[src/rtl/pipeline_ctrl.sv]
`default_nettype none
// ============================================================================
// Module   : pipeline_ctrl
// Purpose  : Stall/flush controller for the five-stage pipeline; holds cache
//            responses seen during a freeze. Optional counters: PIPE_CTRL_PERF_EN.
// Revision : 1.0
// ============================================================================

package buffer_load_mux;
    typedef enum logic [2:0] {
        use_old      = 3'd0,
        load_invalid = 3'd1,
        load_ifid    = 3'd2,
        load_idex    = 3'd3,
        load_exmem   = 3'd4,
        load_memwb   = 3'd5
    } buffer_sel_t;
endpackage

module pipeline_ctrl (
    input  logic                         clk,
    input  logic                         rst,
    input  logic                         i_resp,
    input  logic                         d_req,
    input  logic                         d_resp,
    input  logic                         ex_valid,
    input  logic                         ex_mispredict,
    input  logic                         ex_is_load,
    input  logic [4:0]                   ex_rd,
    input  logic                         id_valid,
    input  logic [4:0]                   id_rs1,
    input  logic [4:0]                   id_rs2,
    input  logic                         id_use_rs1,
    input  logic                         id_use_rs2,
    output logic                         imem_req,
    output logic                         dmem_req,
    output logic                         pc_load,
    output logic                         pc_redirect,
    output logic                         ifid_load,
    output logic                         idex_load,
    output logic                         exmem_load,
    output logic                         memwb_load,
    output buffer_load_mux::buffer_sel_t ifid_sel,
    output buffer_load_mux::buffer_sel_t idex_sel,
    output buffer_load_mux::buffer_sel_t exmem_sel,
    output buffer_load_mux::buffer_sel_t memwb_sel,
    output logic [31:0]                  perf_imiss,
    output logic [31:0]                  perf_dmiss,
    output logic [31:0]                  perf_bubble,
    output logic [31:0]                  perf_flush
);
    import buffer_load_mux::*;

    logic if_done_q, if_done_d;
    logic mem_done_q, mem_done_d;
    logic if_ok, mem_ok, advance;
    logic flush, luse, rs1_hit, rs2_hit;

    always_comb begin
        if_ok   = i_resp | if_done_q;
        mem_ok  = !d_req | d_resp | mem_done_q;
        advance = if_ok & mem_ok;
        flush   = ex_valid & ex_mispredict;
        rs1_hit = id_use_rs1 & (id_rs1 == ex_rd);
        rs2_hit = id_use_rs2 & (id_rs2 == ex_rd);
        luse    = ex_valid & ex_is_load & (ex_rd != 5'd0) & id_valid & (rs1_hit | rs2_hit);
    end

    // A response seen while frozen is remembered until the pipeline finally moves.
    always_comb begin
        if_done_d  = if_done_q;
        mem_done_d = mem_done_q;
        if (advance) begin
            if_done_d  = 1'b0;
            mem_done_d = 1'b0;
        end else begin
            if_done_d  = if_done_q | i_resp;
            mem_done_d = mem_done_q | (d_req & d_resp);
        end
    end

    always_ff @(posedge clk or posedge rst) begin
        if (rst) begin
            if_done_q  <= 1'b0;
            mem_done_q <= 1'b0;
        end else begin
            if_done_q  <= if_done_d;
            mem_done_q <= mem_done_d;
        end
    end

    always_comb begin
        imem_req    = !if_done_q;
        dmem_req    = d_req & !mem_done_q;
        pc_load     = 1'b0;
        pc_redirect = 1'b0;
        ifid_load   = 1'b0;
        idex_load   = 1'b0;
        exmem_load  = 1'b0;
        memwb_load  = 1'b0;
        ifid_sel    = use_old;
        idex_sel    = use_old;
        exmem_sel   = use_old;
        memwb_sel   = use_old;
        if (advance && !rst) begin
            exmem_load = 1'b1;
            memwb_load = 1'b1;
            exmem_sel  = load_exmem;
            memwb_sel  = load_memwb;
            if (flush) begin
                pc_load     = 1'b1;
                pc_redirect = 1'b1;
                ifid_load   = 1'b1;
                idex_load   = 1'b1;
                ifid_sel    = load_invalid;
                idex_sel    = load_invalid;
            end else if (luse) begin
                idex_load = 1'b1;
                idex_sel  = load_invalid;
            end else begin
                pc_load   = 1'b1;
                ifid_load = 1'b1;
                idex_load = 1'b1;
                ifid_sel  = load_ifid;
                idex_sel  = load_idex;
            end
        end
    end

`ifdef PIPE_CTRL_PERF_EN
    logic [31:0] imiss_q, imiss_d, dmiss_q, dmiss_d;
    logic [31:0] bubble_q, bubble_d, flush_cnt_q, flush_cnt_d;
    logic        ev_imiss, ev_dmiss, ev_bubble, ev_flush;

    always_comb begin
        ev_imiss    = !advance & !if_ok;
        ev_dmiss    = !advance & if_ok & !mem_ok;
        ev_bubble   = advance & luse & !flush;
        ev_flush    = advance & flush;
        imiss_d     = (ev_imiss  && imiss_q     != 32'hFFFF_FFFF) ? imiss_q     + 32'd1 : imiss_q;
        dmiss_d     = (ev_dmiss  && dmiss_q     != 32'hFFFF_FFFF) ? dmiss_q     + 32'd1 : dmiss_q;
        bubble_d    = (ev_bubble && bubble_q    != 32'hFFFF_FFFF) ? bubble_q    + 32'd1 : bubble_q;
        flush_cnt_d = (ev_flush  && flush_cnt_q != 32'hFFFF_FFFF) ? flush_cnt_q + 32'd1 : flush_cnt_q;
    end

    always_ff @(posedge clk or posedge rst) begin
        if (rst) begin
            imiss_q     <= 32'd0;
            dmiss_q     <= 32'd0;
            bubble_q    <= 32'd0;
            flush_cnt_q <= 32'd0;
        end else begin
            imiss_q     <= imiss_d;
            dmiss_q     <= dmiss_d;
            bubble_q    <= bubble_d;
            flush_cnt_q <= flush_cnt_d;
        end
    end

    assign perf_imiss  = imiss_q;
    assign perf_dmiss  = dmiss_q;
    assign perf_bubble = bubble_q;
    assign perf_flush  = flush_cnt_q;
`else
    assign perf_imiss  = 32'd0;
    assign perf_dmiss  = 32'd0;
    assign perf_bubble = 32'd0;
    assign perf_flush  = 32'd0;
`endif

endmodule

`default_nettype wire

[config.mk]
export PLATFORM = sky130hd
export DESIGN_NAME = pipeline_ctrl
export DESIGN_NICKNAME = d
export VERILOG_FILES = /design/src/rtl/pipeline_ctrl.sv
export SDC_FILE = /design/constraint.sdc
export NUM_CORES = 1
export LEC_CHECK = 0
export CORE_MARGIN = 2
export CORE_UTILIZATION = 26
export CTS_CLUSTER_DIAMETER = 60
export DETAILED_ROUTE_END_ITERATION = 10
export PLACE_DENSITY = 0.89
export SYNTH_ARGS = -nofsm -noshare
export SYNTH_HDL_FRONTEND = slang
export SYNTH_SLANG_ARGS = --single-unit
[constraint.sdc]
create_clock -name clk -period 2.15 [get_ports clk]
set_input_delay 0.43 -clock clk [delete_from_list [all_inputs] [get_ports clk]]
set_output_delay 0.43 -clock clk [all_outputs]
set_load 0.01 [all_outputs]
## After elaboration in Yosys (flattened, before gate mapping)

Index checks and enable logic that the tools add are counted.

| operators by class | value |
|---|---|
| add/sub/neg operators | 0 |
| $mul | 0 |
| div/mod/pow operators | 0 |
| $lt $le $gt $ge | 0 |
| equality and inequality tests | 2 |
| shift-type cells | 0 |
| multiplexer cells | 16 |
| bitwise operators | 15 |
| reduce and logical (&&, ||, !) cells | 6 |

Operator list:

| cell | number |
|---|---|
| $mux W2 | 6 |
| $and A1 B1 Y1 | 10 |
| $eq A5 B5 Y1 | 2 |
| $mux W1 | 8 |
| $mux W3 | 2 |
| $or A1 B1 Y1 | 5 |
| $reduce_bool A5 Y1 | 1 |
| $logic_not A1 Y1 | 4 |
| $logic_and A1 B1 Y1 | 1 |

| storage, ports and cells | value |
|---|---|
| register bits after elaboration | 2 |
| bits in latches | 0 |
| bits in writable memories | 0 |
| bits in read-only memories | 0 |
| input bits | 26 |
| output and inout bits | 148 |
| word-level logic and storage cells | 41 |
| memories kept | 0 |

## Longest topological paths before layout

| depth | value |
|---|---|
| depth in word-level cells | 7 |
| mapped depth | 6 |
| gate-level depth less buffers | 5 |

## Worst setup path before layout

No wires, ideal clock.

| timing | value |
|---|---|
| kind | input port to output port |
| start | input port d_req |
| end | output port ifid_sel[1] |
| data arrival time | 1.628 ns |
| required time | 1.720 ns |
| slack | 0.092 ns |
| cell stages on the path | 6 |
| buffers on the path | 1 |
| cells stage by stage | nor3b_1 > or3_1 > inv_1 > nand2_1 > a21oi_1 > buf_4 |

| between the ends | value |
|---|---|
| longest elaborated chain between the ends | 6 |

Ends and longest elaborated chain:

| item | line | RTL |
|---|---|---|
| start: declaration | 24 | `input logic d_req,` |
| $logic_not A1 Y1 | 61 | `mem_ok = !d_req \| d_resp \| mem_done_q;` |
| $or A1 B1 Y1 (2 in a row) | 61 |  |
| $and A1 B1 Y1 | 62 | `advance = if_ok & mem_ok;` |
| $logic_and A1 B1 Y1 | 105 | `if (advance && !rst) begin` |
| $mux W2 | 105 |  |
| end: declaration | 43 | `output buffer_load_mux::buffer_sel_t ifid_sel,` |

No other way between the ends.

## Worst setup path in the final report

| timing | value |
|---|---|
| start | input port d_req |
| end | output port ifid_load |

| between the ends | value |
|---|---|
| longest elaborated chain between the ends | 6 |

Ends and longest elaborated chain:

| item | line | RTL |
|---|---|---|
| $logic_not A1 Y1 | 61 |  |
| $or A1 B1 Y1 (2 in a row) | 61 |  |
| $and A1 B1 Y1 | 62 |  |
| $logic_and A1 B1 Y1 | 105 |  |
| $mux W1 | 105 |  |
| end: declaration | 39 | `output logic ifid_load,` |

No other way between the ends.

==> summary.txt <==
Yosys
  • Xor-xnor portion of the synthesized cell area: approximately 6.5%
  • Adder-Cell Fraction of Synth Area: 0%
  • Post-Synth Simple-Gate Area: 7.56%
  • Ys flop type: dfrtp_1
  • Compound-Gate Fraction of Synth Area: 1.59%
  • Sequential fraction of the synthesis area: 3.73%
  • Synth unique cells: 18
  • Largest family of logic cells by synthesized area: buffers and inverters
  • Post-synthesis cell area: 1340 sq um
  • Avg Synthesized Cell Area: 7.41 sq um
  • Cell count after synthesis: 181
  • Mux share of post-synthesis cell area: 0%
  • Yosys Warn Count: 0
  • EDFF count, synth: 0
  • #FFs+latches synth: 2
  • Synth async-reset ratio: between 90% and 100%

Power
  • Pint: between 200 and 250 uW
  • Clock network power share: between 30% and 40%
  • Combinational share of power: 57.4%
  • Flop pwr share: 9.5%
  • VDD IR max: 0.393 mV
  • Switching Power: 193 uW
  • LEAKAGE: ~0.80 nW
  • Power per cell area: 319 nW/um^2
  • Sw frac: 44.2%

Layout
  • Most frequent cells in the layout: 133 x conb_1, 18 x clkdlybuf4s50_1, 11 x buf_2
  • Filler cells: 563
  • Finished Layout Cells: 293
  • Multi-input gate area: 769 sq um
  • Most common cell after layout, fill and taps aside: conb_1
  • Nets: around 250
  • Design Area, Final: around 1400 sq um
  • ANT cells: 0
  • Share of layout cells above drive strength 1: 16.6%
  • Layout area overhead: 2.15%
  • FF/Latch Area: roughly 50 sq um

GRT
  • Met2 Use GR: 12.2%
  • Pin count of the biggest net entering global routing: 8
  • Met3 GRT Util: 1.46%
  • Vias in the first global route: 558
  • Grt met1 use: under 10%
  • Gr busiest metal: met2
  • Antenna violations before repair: 0
  • First-pass GRT wire length: 2240 um
  • GR Overflow Total: 0
  • GRT Resource Usage Total: 5.52%

Placement
  • Post-DP Area: 1330 sq um
  • Number of cells after detailed placement: 290
  • Count of input and output buffers: 40
  • Post-DP HPWL: 1960 um
  • GPL Wtd Cong: 0.649

Route
  • Detailed-route DRC error count: 0
  • WL per Instance: 7.53 um
  • Routed WL: 2210 um
  • Drt pass-1 iters: 2
  • DR vias: ~830
  • Vias per cell: 2.85
  • ANT nets after route: 0
  • DRT iter0 DRCs: 6

Timing
  • Max-slew violation count: 0
  • Hold Slack: 0.118 ns
  • RSZ-0062 raised after global routing: true
  • FMAX: 477 MHz
  • Worst Skew: between 0.001 and 0.0015 ns
  • Final Setup Violations: 0
  • Fin. Hold Viols: 0
  • Period Utilization, post-route: between 90% and 100%
  • Min cycle time layout: between 2 and 2.5 ns

Floorplan
  • Die height: 75.8 um
  • Die X: around 76 um
  • Core Region: 5040 sq um
  • Initial Utilization: 26.6%
  • Die area: 5750 sq um
  • I/O pin count: 174
  • Rows: 26

Job
  • Max-cap violation count: 0

Worst hold path
  • Hold Path Class: input pin to asynchronous set/reset pin

Worst setup path
  • Kind of critical path: input pin to output port
  • Crit. End Element: output port
  • FF-to-FF Start: mem_done_q$_DFF_PP0_
  • Worst R2R End: if_done_q$_DFF_PP0_
  • Worst Path Max Fanout: 3
  • Critical Path AT: 1.66 ns
  • R2R Setup Slk: 1.34 ns
  • Worst EP required: 1.72 ns
  • Crit start category: input pin
  • Worst Reg2Reg Path Length in Cells: 2

Clocking
  • Clock buffer depth: 2
  • Worst-path clk slew: 0.03 ns
  • Clock root buffer: clkbuf_8
  • CTS sink count: 2
  • H-Tree Depth: 1
  • Post-CTS setup buffer count: 0
  • Worst skew pair latency: 0.21 ns
  • TritonCTS buffer count: 3
  • Hold_buf cts: 0
  • CTS tree: yes

Outcome
  • Status: finished, final reports clean
## registers in the layout (all words and copies together), names as in the netlist
signal / cells
if_done_q: 1
mem_done_q: 1
## worst max-delay path, cell delays in order
cell	delay, ns
dlygate4sd2_1	0.25
nor3b_2	0.16
or3_4	0.40
buf_4	0.15
a21oi_2	0.11
buf_2	0.16
## power groups by stage
stage | logic (mW) | registers, mW | clock network (mW)
final | 0.251 | 0.0417 | 0.144
after global routing | 0.282 | 0.0422 | 0.156
after CTS | 0.243 | 0.0415 | 0.149
after detailed placement | 0.252 | 0.0419 | 0
after global placement | 0.249 | 0.0414 | 0
after floorplan | 0.337 | 0.0417 | 0
## cells in the mapped netlist (all sizes together), types with 2 or more instances
cell   count  share of area, %
a21oi      3               1.1
buf      142                79
dfrtp      2               3.7
inv        3              0.84
nand2      4               1.1
nand4      2              0.93
nor2       5               1.6
nor2b      2              0.93
xnor2     10               6.5
## how the worst max path moves through the flow
stage	start	cells past startpoint	slack, ns	end
final	d_req	6	0.06	ifid_load
after floorplan	d_req	6	0.09	ifid_sel[1]
after global routing	d_req	6	-0.006	ifid_load
after detailed placement	ex_rd[0]	6	-0.72	idex_sel[1]
after global placement	ex_rd[0]	6	-0.71	idex_sel[1]
after CTS	rst	6	0.01	idex_sel[1]
## what timing repair did
| action | in CTS | in global routing |
|---|---|---|
| pin swaps | 8 | 5 |
| resized for setup | 68 | 7 |
| endpoints found under the setup margin | 13 | 5 |
## cell type report
class / instances / share of cell area (%)
multi-input combinational: 166 / 56.2
timing repair buffer: 49 / 30.0
tap: 70 / 6.39
sequential: 2 / 3.65
clock buffer: 3 / 3.01
inverter: 3 / 0.822
## logic make-up after synthesis
| kind of cell | count (synthesis) |
|---|---|
| AO/OA/AOI/OAI | 4 |
| AND/OR/NAND/NOR | 19 |
| XOR/XNOR | 10 |
| buffers and inverters | 145 |
| other | 1 |
| flip-flops | 2 |
## layer usage
metal / up-vias / part of all wire, %
met5: - / 0
met4: 0 / 0.95
met3: 2 / 18
met2: 96 / 55
met1: 367 / 26
li1: 369 / -
## metrics by stage
step	utilization [%]	TNS [ns]	total power, mW	setup slack, ns
floorplan	-	0	0.379	0.0924
global placement	26.3	-7.45	0.291	-0.714
detailed placement	26.3	-7.64	0.294	-0.724
CTS	26.7	0	0.434	0.0128
global route	27.2	-0.00614	0.480	-0.00614
finish	27.2	0	0.437	0.0553
No activity file was read; power rests on OpenSTA's default activity.
